$ cat src/rtl/ahbl_arb2.sv
//------------------------------------------------------------------------------
// ahbl_arb2 -- two-master to one-slave AHB-Lite arbiter.
//
// Two AHB-Lite masters share one AHB-Lite slave. There are no bus-request
// lines: an address phase that loses arbitration (or arrives while the slave
// is stalling) is captured into a per-master pending register, and the master
// is stalled through its HREADY until that pending transfer has been issued.
//
// Ports
//   HCLK, HRESET            clock, synchronous active-high reset
//   Mx_HTRANS/HADDR/HWRITE/HSIZE/HWDATA   master x address/data inputs (x=0,1)
//   Mx_HREADY/HRESP/HRDATA                responses returned to master x
//   S_HSEL/HTRANS/HADDR/HWRITE/HSIZE/HWDATA  slave-side AHB-Lite master port
//   S_HREADY                equals S_HREADYOUT
//   S_HREADYOUT/HRESP/HRDATA  slave ready, response and read data
//
// Configuration
//   AHBL_ARB2_FIXED_PRIO_EN  defined: M0 always wins contention.
//                            undefined: round-robin, M0 first after reset.
//------------------------------------------------------------------------------
module ahbl_arb2 (
   input  logic        HCLK,
   input  logic        HRESET,
   input  logic [1:0]  M0_HTRANS,
   input  logic [31:0] M0_HADDR,
   input  logic        M0_HWRITE,
   input  logic [2:0]  M0_HSIZE,
   input  logic [31:0] M0_HWDATA,
   output logic        M0_HREADY,
   output logic        M0_HRESP,
   output logic [31:0] M0_HRDATA,
   input  logic [1:0]  M1_HTRANS,
   input  logic [31:0] M1_HADDR,
   input  logic        M1_HWRITE,
   input  logic [2:0]  M1_HSIZE,
   input  logic [31:0] M1_HWDATA,
   output logic        M1_HREADY,
   output logic        M1_HRESP,
   output logic [31:0] M1_HRDATA,
   output logic        S_HSEL,
   output logic [1:0]  S_HTRANS,
   output logic [31:0] S_HADDR,
   output logic        S_HWRITE,
   output logic [2:0]  S_HSIZE,
   output logic [31:0] S_HWDATA,
   output logic        S_HREADY,
   input  logic        S_HREADYOUT,
   input  logic        S_HRESP,
   input  logic [31:0] S_HRDATA
);

   localparam logic [1:0] HTRANS_IDLE   = 2'b00;
   localparam logic [1:0] HTRANS_NONSEQ = 2'b10;

   typedef enum logic [1:0] {
      OWN_NONE = 2'd0,
      OWN_M0   = 2'd1,
      OWN_M1   = 2'd2
   } owner_e;

   owner_e      owner_q, owner_d;
   logic        pend0_q, pend0_d;
   logic        pend1_q, pend1_d;

   logic [1:0]  p0_trans_q, p0_trans_d;
   logic [31:0] p0_addr_q,  p0_addr_d;
   logic        p0_write_q, p0_write_d;
   logic [2:0]  p0_size_q,  p0_size_d;
   logic [1:0]  p1_trans_q, p1_trans_d;
   logic [31:0] p1_addr_q,  p1_addr_d;
   logic        p1_write_q, p1_write_d;
   logic [2:0]  p1_size_q,  p1_size_d;

   logic        m0_rdy, m1_rdy;
   logic        new_req0, new_req1;
   logic        act0, act1;
   logic        gnt0, gnt1;
   logic        m1_first;

   logic [1:0]  sel_trans;
   logic [31:0] sel_addr;
   logic        sel_write;
   logic [2:0]  sel_size;

   //---------------------------------------------------------------------------
   // Arbitration policy
   //---------------------------------------------------------------------------
`ifdef AHBL_ARB2_FIXED_PRIO_EN
   assign m1_first = 1'b0;
`else
   // prio_q=1 means M1 wins the next contention (M0 was granted last).
   logic prio_q, prio_d;

   always_comb begin
      prio_d = prio_q;
      if (gnt0) begin
         prio_d = 1'b1;
      end else if (gnt1) begin
         prio_d = 1'b0;
      end
   end

   always_ff @(posedge HCLK) begin
      if (HRESET) begin
         prio_q <= 1'b0;
      end else begin
         prio_q <= prio_d;
      end
   end

   assign m1_first = prio_q;
`endif

   //---------------------------------------------------------------------------
   // Ready, request detection and grant
   //---------------------------------------------------------------------------
   always_comb begin
      m0_rdy = 1'b1;
      m1_rdy = 1'b1;
      if (!HRESET) begin
         m0_rdy = !(pend0_q || ((owner_q == OWN_M0) && !S_HREADYOUT));
         m1_rdy = !(pend1_q || ((owner_q == OWN_M1) && !S_HREADYOUT));
      end
   end

   // A master's address phase only counts when it sees HREADY high, so a
   // master stalled behind its own data phase becomes eligible in the very
   // cycle that data phase completes.
   assign new_req0 = M0_HTRANS[1] && m0_rdy && !HRESET;
   assign new_req1 = M1_HTRANS[1] && m1_rdy && !HRESET;
   assign act0     = pend0_q || new_req0;
   assign act1     = pend1_q || new_req1;

   always_comb begin
      gnt0 = 1'b0;
      gnt1 = 1'b0;
      // Granting only while the slave is ready keeps NONSEQ off the bus
      // during slave wait states.
      if (!HRESET && S_HREADYOUT) begin
         if (act0 && act1) begin
            if (m1_first) begin
               gnt1 = 1'b1;
            end else begin
               gnt0 = 1'b1;
            end
         end else if (act0) begin
            gnt0 = 1'b1;
         end else if (act1) begin
            gnt1 = 1'b1;
         end
      end
   end

   //---------------------------------------------------------------------------
   // Slave address phase: pending copy takes precedence over live inputs
   //---------------------------------------------------------------------------
   always_comb begin
      sel_trans = HTRANS_IDLE;
      sel_addr  = 32'd0;
      sel_write = 1'b0;
      sel_size  = 3'd0;
      if (gnt0) begin
         if (pend0_q) begin
            sel_trans = p0_trans_q;
            sel_addr  = p0_addr_q;
            sel_write = p0_write_q;
            sel_size  = p0_size_q;
         end else begin
            sel_trans = M0_HTRANS;
            sel_addr  = M0_HADDR;
            sel_write = M0_HWRITE;
            sel_size  = M0_HSIZE;
         end
      end else if (gnt1) begin
         if (pend1_q) begin
            sel_trans = p1_trans_q;
            sel_addr  = p1_addr_q;
            sel_write = p1_write_q;
            sel_size  = p1_size_q;
         end else begin
            sel_trans = M1_HTRANS;
            sel_addr  = M1_HADDR;
            sel_write = M1_HWRITE;
            sel_size  = M1_HSIZE;
         end
      end
   end

   // The slave sees a fresh arbitration each time, so a granted SEQ is
   // presented as NONSEQ by clearing bit 0; no grant leaves IDLE.
   assign S_HSEL   = gnt0 || gnt1;
   assign S_HTRANS = sel_trans & HTRANS_NONSEQ;
   assign S_HADDR  = sel_addr;
   assign S_HWRITE = sel_write;
   assign S_HSIZE  = sel_size;
   assign S_HREADY = S_HREADYOUT;

   //---------------------------------------------------------------------------
   // Data phase routing
   //---------------------------------------------------------------------------
   always_comb begin
      case (owner_q)
         OWN_M0:  S_HWDATA = M0_HWDATA;
         OWN_M1:  S_HWDATA = M1_HWDATA;
         default: S_HWDATA = 32'd0;
      endcase
   end

   assign M0_HREADY = m0_rdy;
   assign M1_HREADY = m1_rdy;
   assign M0_HRESP  = !HRESET && (owner_q == OWN_M0) && S_HRESP;
   assign M1_HRESP  = !HRESET && (owner_q == OWN_M1) && S_HRESP;
   assign M0_HRDATA = S_HRDATA;
   assign M1_HRDATA = S_HRDATA;

   //---------------------------------------------------------------------------
   // Next state: pending flags, captured address phase, data-phase owner
   //---------------------------------------------------------------------------
   always_comb begin
      pend0_d = pend0_q;
      pend1_d = pend1_q;
      if (gnt0) begin
         pend0_d = 1'b0;
      end else if (new_req0) begin
         pend0_d = 1'b1;
      end
      if (gnt1) begin
         pend1_d = 1'b0;
      end else if (new_req1) begin
         pend1_d = 1'b1;
      end

      owner_d = owner_q;
      if (S_HREADYOUT) begin
         if (gnt0) begin
            owner_d = OWN_M0;
         end else if (gnt1) begin
            owner_d = OWN_M1;
         end else begin
            owner_d = OWN_NONE;
         end
      end
   end

   always_comb begin
      p0_trans_d = p0_trans_q;
      p0_addr_d  = p0_addr_q;
      p0_write_d = p0_write_q;
      p0_size_d  = p0_size_q;
      p1_trans_d = p1_trans_q;
      p1_addr_d  = p1_addr_q;
      p1_write_d = p1_write_q;
      p1_size_d  = p1_size_q;
      if (new_req0 && !gnt0) begin
         p0_trans_d = M0_HTRANS;
         p0_addr_d  = M0_HADDR;
         p0_write_d = M0_HWRITE;
         p0_size_d  = M0_HSIZE;
      end
      if (new_req1 && !gnt1) begin
         p1_trans_d = M1_HTRANS;
         p1_addr_d  = M1_HADDR;
         p1_write_d = M1_HWRITE;
         p1_size_d  = M1_HSIZE;
      end
   end

   //---------------------------------------------------------------------------
   // Registers: control is reset, captured address fields are not
   //---------------------------------------------------------------------------
   always_ff @(posedge HCLK) begin
      if (HRESET) begin
         pend0_q <= 1'b0;
         pend1_q <= 1'b0;
         owner_q <= OWN_NONE;
      end else begin
         pend0_q <= pend0_d;
         pend1_q <= pend1_d;
         owner_q <= owner_d;
      end
   end

   always_ff @(posedge HCLK) begin
      p0_trans_q <= p0_trans_d;
      p0_addr_q  <= p0_addr_d;
      p0_write_q <= p0_write_d;
      p0_size_q  <= p0_size_d;
      p1_trans_q <= p1_trans_d;
      p1_addr_q  <= p1_addr_d;
      p1_write_q <= p1_write_d;
      p1_size_q  <= p1_size_d;
   end

endmodule

$ cat config.mk
export PLATFORM = sky130hd
export DESIGN_NAME = ahbl_arb2
export DESIGN_NICKNAME = d
export VERILOG_FILES = /design/src/rtl/ahbl_arb2.sv
export SDC_FILE = /design/constraint.sdc
export NUM_CORES = 1
export LEC_CHECK = 0
export ABC_CLOCK_PERIOD_IN_PS = 14300
export BUFFER_PORTS_ARGS = -buffer_cell sky130_fd_sc_hd__buf_2
export CAP_MARGIN = 20
export CORE_AREA = 2 2 123 125
export CTS_BUF_LIST = sky130_fd_sc_hd__clkbuf_4 sky130_fd_sc_hd__clkbuf_8
export DETAILED_ROUTE_END_ITERATION = 10
export DIE_AREA = 0 0 125 127
export GPL_TIMING_DRIVEN = 0
export HOLD_SLACK_MARGIN = 0.1
export MAX_ROUTING_LAYER = met4
export PLACE_DENSITY = 0.67
export SLEW_MARGIN = 25
export SYNTH_ARGS = -nofsm -noshare
export SYNTH_HDL_FRONTEND = slang
export SYNTH_SLANG_ARGS = --single-unit
export TNS_END_PERCENT = 5
$ cat constraint.sdc
create_clock -name HCLK -period 14.3 [get_ports HCLK]
set_clock_uncertainty 0.05 [all_clocks]
set_input_delay 2.86 -clock HCLK [delete_from_list [all_inputs] [get_ports HCLK]]
set_output_delay 2.86 -clock HCLK [all_outputs]
set_load 0.03 [all_outputs]
Yosys cells after proc, flatten, opt, wreduce, memory -nomap -nowiden
Cells that the tools add are included.
- register bits after elaboration: 81
- input bits: 176
- logic and storage cells: 74
- eq/ne operators: 2
- reductions and logical operators: 28
- muxes and demuxes: 32
- operator list (cell ; count):
    $mux W32 ; 4
    $pmux W32 S2 ; 1
    $mux W1 ; 17
    $logic_and A1 B1 Y1 ; 14
    $mux W2 ; 6
    $mux W3 ; 4
    $logic_not A1 Y1 ; 6
    $logic_or A1 B1 Y1 ; 5
    $reduce_or A2 Y1 ; 2
    $eq A2 B1 Y1 const B ; 1
    $eq A2 B2 Y1 const B ; 1
    $reduce_bool A2 Y1 ; 1

Logic depth before layout (Yosys ltp)
Gate-level depths: netlist (run 1).
- depth in word-level cells: 14
- mapped depth: 8

Worst setup path after synthesis (run 1)
Ideal clock, no wire load.
- path kind: input -> register
- from: in HRESET
- to: reg p1_addr_q[0], enable pin
- arrival time: 9028 ps
- stages on the path: 3
- slack: 4592 ps
- required time: 13619 ps
- library setup time: 631 ps
- path through: nand2b_1 a21o_1 a2111oi_0
- longest elaborated chain between the ends: 10
- elaborated cells on any way between the ends: 17
- classes of those cells: 6 x mux; 11 x reduce/logical
- ends and longest elaborated chain (element ; RTL line ; RTL):
    start, declared ; 23 ; input logic HRESET,
    $mux W1 ; 120 ; if (!HRESET) begin
    $logic_and A1 B1 Y1 (2 in series) ; 130 ; assign new_req1 = M1_HTRANS[1] && m1_rdy && !HRESET;
    $logic_or A1 B1 Y1 ; 132 ; assign act1 = pend1_q || new_req1;
    $mux W1 ; 148 ; end else if (act1) begin
    $mux W1 ; 146 ; end else if (act0) begin
    $mux W1 ; 140 ; if (act0 && act1) begin
    $mux W1 ; 139 ; if (!HRESET && S_HREADYOUT) begin
    $logic_not A1 Y1 ; 260 ; if (new_req1 && !gnt1) begin
    $logic_and A1 B1 Y1 (*) ; 260 ;
    end signal, assigned ; 289 ; p1_addr_q <= p1_addr_d;
    end, declared ; 70 ; logic [31:0] p1_addr_q, p1_addr_d;
Every way passes the cells marked *; elsewhere a longest branch is shown, timed or not.
A chain may end at the register's enable or synchronous reset.

Worst setup path in the final report (run 1)
- from: in S_HREADYOUT
- to: out S_HADDR[11]
- longest elaborated chain between the ends: 14
- elaborated cells on any way between the ends: 26
- classes of those cells: 11 x mux; 15 x reduce/logical
- ends and longest elaborated chain (element ; RTL line ; RTL):
    start, declared ; 47 ; input logic S_HREADYOUT,
    $logic_not A1 Y1 ; 121, 122 ;
    $logic_and A1 B1 Y1 ; 122 ; m1_rdy = !(pend1_q || ((owner_q == OWN_M1) && !S_HREADYOUT));
    $logic_or A1 B1 Y1 ; 122 ;
    $logic_not A1 Y1 ; 122 ;
    $mux W1 ; 120 ;
    $logic_and A1 B1 Y1 (2 in series) ; 130 ;
    $logic_or A1 B1 Y1 ; 132 ;
    $mux W1 ; 148 ;
    $mux W1 ; 146 ;
    $mux W1 ; 140 ;
    $mux W1 ; 139 ;
    $mux W32 ; 174 ; end else if (gnt1) begin
    $mux W32 (*) ; 162 ; if (gnt0) begin
    end, declared ; 42 ; output logic [31:0] S_HADDR,
Marks and branches as above.

==> impl_results.md, run 1 <==
- Grt total ovfl: 0
- Worst-path clk slew: 0.07 ns
- Post-route setup TNS: 0 ns
- Internal Pwr Total: 415.3 uW
- Worst Setup End Kind: primary output
- DRT antenna net count: 0
- Yosys reg bits: between 70 and 80
- Worst-case vdd ir drop: 0.08203 mV
- CTS tree: done
- Layout Cells excl Fill: 894
- Resized Gates After CTS: 0
- I/O pin cnt: 316
- Worst hold path type: reg2reg
- Hold endpoint: owner_q[0]$_SDFFE_PP0P_
- Rows: 44
- Worst EP arrival: ~4.4 ns
- Initial antenna violation count: 3
- RSZ-0062 raised after global routing: false
- Reg-to-Reg End: p1_addr_q[31]$_DFFE_PP_
- Vias per Instance: slightly below 5
- Hold path startpoint: owner_q[0]$_SDFFE_PP0P_
- Net count, final: a little under 900
- Switching Fraction: 0.3092
- Initial Utilization: 0.3304
- Die Area: 15880 um2
- Final Hold Viols: 0
- Clock root buffer master: clkbuf_8
- Num CTS Buffers: 9
- R2R setup slack: 11.32 ns
- DR WL/cell: between 15 and 20 um
- P per Cell Area: 89.80 nW/um2
- First-pass DRT Iterations: 5
- Net Sw Power: approximately 190 uW
- Max H-tree Level: 3
- Clk Latency, worst-skew pair: about 0.34 ns
- Synth unique cells: 33
- Fin crit share: 0.5103
- Clk pwr share: 0.275
- Die H: 127 um
- Worst-path fanout max: 10
- Reg2reg path depth: 9
- Combinational fraction of design power: 0.284
- CP startpoint kind: input port
- Commonest non-fill, non-tap cell in the layout: buf_2
- Syn nets: ~580
- Number of global-route vias before repair: roughly 4.5k
- CP Class: in2out
- Share of layout cells above drive strength 1: 0.5785
- Total of max-cap violations: 0
- Largest net degree at the start of global routing: 14
- Status: finished clean
- Max-slew violations: 0
- Fill cell count: 1381
- Vias post-DR: between 4k and 5k
- Setup Buffers After CTS: 0
- Iteration-0 DRC Markers: 250
- Syn Area/Cell: 12.00 um2
- Fin crit period: between 7 and 8 ns
- Worst-margin pin slew: just under 0.8 ns
- Cells after DPL: a little under 900
- CTS Buffer Depth: 2
- Lkg Pwr: about 0.0030 uW
- Seq pwr share: 0.441
- Synthesized area: around 4800 um2
- Worst relative slew slack: 0.4712
- CP Data Required Time: roughly 11 ns
- P&R area growth vs syn: 40.46%
- FMAX: between 0.1 and 0.15 GHz
- Most frequent cells in the layout: buf_2, edfxtp_1, buf_4, mux2i_1, nor2_1
- First-pass GRT wire length: between 20000 and 25000 um
- Crit Reg-Reg Startpoint: owner_q[0]$_SDFFE_PP0P_
- Core area: about 14000 um2
- Estimated wirelength of the detail-placed design: between 10000 and 15000 um
- Finish-stage setup viols: 0
- Yosys warns: 0
- Sequential share of the synthesized area: 0.4873
- Routed WL: 16500 um
- Syn Inst Count: 397
- Drt drc: 0
- # hold bufs at CTS: 0
- Clock sink count: around 80
- Gr usage total: 0.2043
- Hold-critical path depth: 2
- Die width: ~130 um
- Port bufs: 280
- RePlAce Congestion: roughly 0.86
## registers in the layout, indices dropped and copies added, names as in the netlist
| name | cells |
|---|---|
| p0_addr_q | 32 |
| p1_write_q | 1 |
| pend0_q | 1 |
| owner_q | 2 |
| p0_trans_q | 1 |
| p1_trans_q | 1 |
| p0_write_q | 1 |
| pend1_q | 1 |
| p1_size_q | 3 |
| p1_addr_q | 32 |
| m1_first | 1 |
| p0_size_q | 3 |
## metrics by stage
| step | total power (uW) | cell area, um2 | util | hold WS, ns | worst slack [ns] |
|---|---|---|---|---|---|
| 2_1_floorplan | 384.1 | 4766 | - | 0.4168 | 4.592 |
| 3_3_place_gp | 439.4 | 6397 | 0.4435 | 0.4305 | 1.097 |
| 3_5_place_dp | 442.2 | 6490 | 0.4499 | 0.4439 | 7.022 |
| 4_1_cts | 605.5 | 6686 | 0.4636 | 0.4564 | 7.011 |
| 5_1_grt | 625.4 | 6694 | 0.4641 | 0.4763 | 6.905 |
| 6_report | 601.1 | 6694 | 0.4641 | 0.4491 | 7.002 |
## cell usage after synthesis
cell type,number,area share
nand2b_2,1,0.0018
o32ai_2,8,0.027
buf_6,3,0.0071
inv_2,1,0.00079
buf_4,69,0.11
nand4b_1,1,0.0018
ha_1,2,0.0052
a21oi_1,3,0.0031
buf_2,13,0.014
edfxtp_1,74,0.47
dfxtp_1,5,0.021
nand2_1,4,0.0031
and3b_1,4,0.0074
nor2b_1,2,0.0026
o21bai_1,2,0.0031
inv_1,2,0.0016
mux2i_1,73,0.15
and2b_1,1,0.0016
clkbuf_1,15,0.012
nor2_1,33,0.026
conb_1,1,0.00079
o21a_1,1,0.0016
o21ai_0,3,0.0031
a22oi_1,32,0.050
clkbuf_2,1,0.0010
o221ai_2,1,0.0031
or3b_2,1,0.0018
a21o_1,3,0.0047
nand2b_1,4,0.0052
o32ai_1,30,0.055
a2111oi_0,2,0.0037
buf_1,1,0.00079
nor3_1,1,0.0010
## cell families after synthesis
logic type | Yosys count | synth area share
buf+inv | 105 | 0.1454
compound gates | 85 | 0.1554
flops | 79 | 0.4873
mux | 73 | 0.1533
simple gates | 52 | 0.05251
fa+ha+maj | 2 | 0.005250
other cells | 1 | 0.0007869
## metal layers
layer / vias to the layer above / GRT usage / share of wire
met2: 215 / 0.3788 / 0.54
met5: - / - / 0
met1: 2069 / 0.2184 / 0.37
met3: 21 / 0.04648 / 0.070
met4: 0 / 0.05948 / 0.018
li1: 2076 / - / -
## power groups by stage
stage               Clock [uW]  Combinational (uW)  Sequential [uW]
finish                     165                 171              265
global placement             0                 166              273
detailed placement           0                 172              270
floorplan                    0                 113              272
CTS                        168                 172              265
global route               177                 183              266
## critical path, stage by stage
cell and delay, ns:
buf_2 0.12, buf_4 0.17, and2b_1 0.16, o221ai_2 0.12, clkbuf_1 0.27, o32ai_1 0.41, buf_2 0.27
## final cells by class
type                       count  area (um2)  area share
clock inverter                 5       57.56    0.008598
inverter                       3       11.26    0.001682
clock buffer                  11       138.9     0.02075
timing repair buffer         294        1481      0.2213
buffer                       102       681.9      0.1019
sequential                    79        2322      0.3469
antenna                        3       7.507    0.001121
tap                          184       230.2     0.03439
multi-input combinational    213        1763      0.2634
## worst max path at each step
| stage | start | end | slack, ns | cells past startpoint |
|---|---|---|---|---|
| 6_report | S_HREADYOUT | S_HADDR[11] | 7.00 | 7 |
| 4_1_cts | S_HREADYOUT | S_HADDR[11] | 7.01 | 7 |
| 5_1_grt | S_HREADYOUT | S_HADDR[21] | 6.91 | 7 |
| 2_1_floorplan | HRESET | p1_addr_q[0]$_DFFE_PP_ | 4.59 | 3 |
| 3_3_place_gp | HRESET | p1_size_q[2]$_DFFE_PP_ | 1.10 | 4 |
| 3_5_place_dp | S_HREADYOUT | S_HADDR[11] | 7.02 | 7 |
Note: power is estimated with default switching activity, not from simulation.
==> run 2: changes to the inputs <==
--- a/config.mk
+++ b/config.mk
@@ -5,7 +5,7 @@
 export SDC_FILE = /design/constraint.sdc
 export NUM_CORES = 1
 export LEC_CHECK = 0
-export ABC_CLOCK_PERIOD_IN_PS = 14300
+export ABC_CLOCK_PERIOD_IN_PS = 7050
 export BUFFER_PORTS_ARGS = -buffer_cell sky130_fd_sc_hd__buf_2
 export CAP_MARGIN = 20
 export CORE_AREA = 2 2 123 125
==> constraint.sdc (replaced) <==
create_clock -name HCLK -period 7.05 [get_ports HCLK]
set_clock_uncertainty 0.05 [all_clocks]
set_input_delay 1.41 -clock HCLK [delete_from_list [all_inputs] [get_ports HCLK]]
set_output_delay 1.41 -clock HCLK [all_outputs]
set_load 0.03 [all_outputs]
==> run 2 against run 1 <==
Hold slack improved by 0.0059 ns. Design area fell by 0.64%. Clock-buffer cell count fell by 2. Non-clock buffer count rose by 2. Power rose by 94%. Sequential cell count did not move. Final cell count did not move. Via count fell by 0.94%. Register-to-register slack got worse by 6.7 ns. Critical endpoint is now S_HADDR[21]. Highest routed layer unchanged.
==> impl_results.md, run 2 (synthesized netlist as in run 1, its figures left out) <==
- Net count, final: between 800 and 900
- Reg area: between 2000 and 2500 um2
- P per Cell Area: approximately 180 nW/um2
- CP Class: in2out
- RePlAce Congestion: 0.8826
- Worst Setup End Kind: primary output
- Initial Utilization: 0.3304
- First-pass GRT wire length: roughly 24000 um
- Critical Path Sink: S_HADDR[21]
- M3 GR Usage: 0.04062
- Cells after DPL: ~880
- Hold-critical path depth: 2
- Max H-tree Level: 3
- R2R setup slack: 4.59 ns
- Rows: between 40 and 50
- Worst-path clk slew: approximately 0.08 ns
- Reg-to-Reg End: p1_addr_q[19]$_DFFE_PP_
- GR peak layer: met2
- Worst-case vdd ir drop: 0.1312 mV
- Largest net degree at the start of global routing: 13
- Vias per Instance: approximately 4.9
- Max-slew violations: 0
- Port bufs: 280
- Post-route setup TNS: 0 ns
- Clk Latency, worst-skew pair: 0.35 ns
- Number of global-route vias before repair: between 4k and 5k
- Setup Buffers After CTS: 0
- Lkg Pwr: 0.003020 uW
- Drt drc: 0
- Total power: approximately 1200 uW
- CTS Buffer Depth: 2
- Crit Reg-Reg Startpoint: owner_q[0]$_SDFFE_PP0P_
- DR WL/cell: roughly 18 um
- Commonest non-fill, non-tap cell in the layout: buf_2
- Worst relative slew slack: 0.6342
- Share of layout cells above drive strength 1: 0.5726
- RSZ-0062 raised after global routing: false
- GR Util met1: 0.2213
- Iteration-0 DRC Markers: ~180
- Fill cell count: 1400
- Worst-path fanout max: 10
- Reg2reg path depth: 8
- Grt total ovfl: 0
- Core area: around 14000 um2
- Worst-margin pin slew: around 0.55 ns
- Die width: roughly 130 um
- Initial antenna violation count: 1
- Layout Cells excl Fill: roughly 890
- Met2 GRT Util: 0.3523
- Vias post-DR: between 4k and 5k
- CP startpoint kind: input port
- Worst hold path type: reg2reg
- Multi-input gate area: ~1800 um2
- Routed WL: roughly 16000 um
- Worst EP arrival: roughly 2.9 ns
- # hold bufs at CTS: 0
- CP Launch Point: S_HREADYOUT
- Most frequent cells in the layout: buf_2, edfxtp_1, mux2i_1, buf_4, nor2_1
- Total of max-cap violations: 0
- CTS tree: done
- Die Area: 15880 um2
- Clock sink count: between 70 and 80
- P&R area growth vs syn: 39.56%
- First-pass DRT Iterations: 4
- Final Hold Viols: 0
- FMAX: roughly 0.23 GHz
- Gr usage total: 0.1954
- Clock root buffer master: clkbuf_8
- Estimated wirelength of the detail-placed design: between 10000 and 15000 um
- Resized Gates After CTS: 0
- I/O pin cnt: 316
- Num CTS Buffers: 9
- Finish-stage setup viols: 0
- Fin crit period: about 4.4 ns
- Fin crit share: 0.6232
- Die H: about 130 um
- Biggest regs: p0_addr_q x32, p1_addr_q x32
- Status: finished clean
- DRT antenna net count: 0
- CP Data Required Time: approximately 5.6 ns
## run 2: changes by cell type in the layout (fill, tap and decap cells not counted), sizes merged
cell | before | now
buf | 380 | 382
bufinv | 1 | 0
clkbuf | 27 | 25
clkinv | 1 | 6
clkinvlp | 2 | 1
diode | 3 | 1
inv | 4 | 3
## run 2: per-stage QoR
stage / setup WS (ns) / area (um2) / hold slack, ns / util
floorplan: -1.096 / 4767 / 0.4168 / -
global placement: -4.359 / 6399 / 0.4309 / 0.4436
detailed placement: 2.658 / 6495 / 0.4400 / 0.4503
CTS: 2.647 / 6649 / 0.4531 / 0.4610
global route: 2.552 / 6651 / 0.4676 / 0.4611
finish: 2.656 / 6651 / 0.4550 / 0.4611
## run 2: worst max-delay path, stage by stage
cell and delay, ns:
buf_2 0.11, buf_4 0.17, and2b_1 0.17, o221ai_2 0.12, clkbuf_1 0.27, o32ai_1 0.41
buf_2 0.27
## run 2: worst min path at each step
stage | startpoint | endpoint | slack (ns)
after CTS | owner_q[0]$_SDFFE_PP0P_ | owner_q[0]$_SDFFE_PP0P_ | 0.45
after global routing | owner_q[0]$_SDFFE_PP0P_ | owner_q[0]$_SDFFE_PP0P_ | 0.47
final | owner_q[1]$_SDFFE_PP0P_ | owner_q[1]$_SDFFE_PP0P_ | 0.46
after global placement | owner_q[0]$_SDFFE_PP0P_ | owner_q[0]$_SDFFE_PP0P_ | 0.43
after floorplan | owner_q[0]$_SDFFE_PP0P_ | owner_q[0]$_SDFFE_PP0P_ | 0.42
after detailed placement | owner_q[0]$_SDFFE_PP0P_ | owner_q[0]$_SDFFE_PP0P_ | 0.44
## run 2: report_power, final
group	leakage (uW)	switching (uW)	internal, uW
Clock	0.0000743	161	121
Combinational	0.00223	208	137
Sequential	0.000719	4.80	533
## run 2: area by class of cell
class                      instances  share of cell area
clock buffer                       9             0.01862
sequential                        79              0.3491
antenna                            1           0.0003762
buffer                           102              0.1025
inverter                           3            0.001693
clock inverter                     7            0.004515
timing repair buffer             296              0.2235
tap                              184             0.03461
multi-input combinational        213              0.2650
## run 2: routing by layer
layer / vias to the layer above / part of all wire
li1: 2062 / -
met1: 2057 / 0.40
met2: 203 / 0.52
met3: 18 / 0.065
met4: 0 / 0.017
met5: - / 0
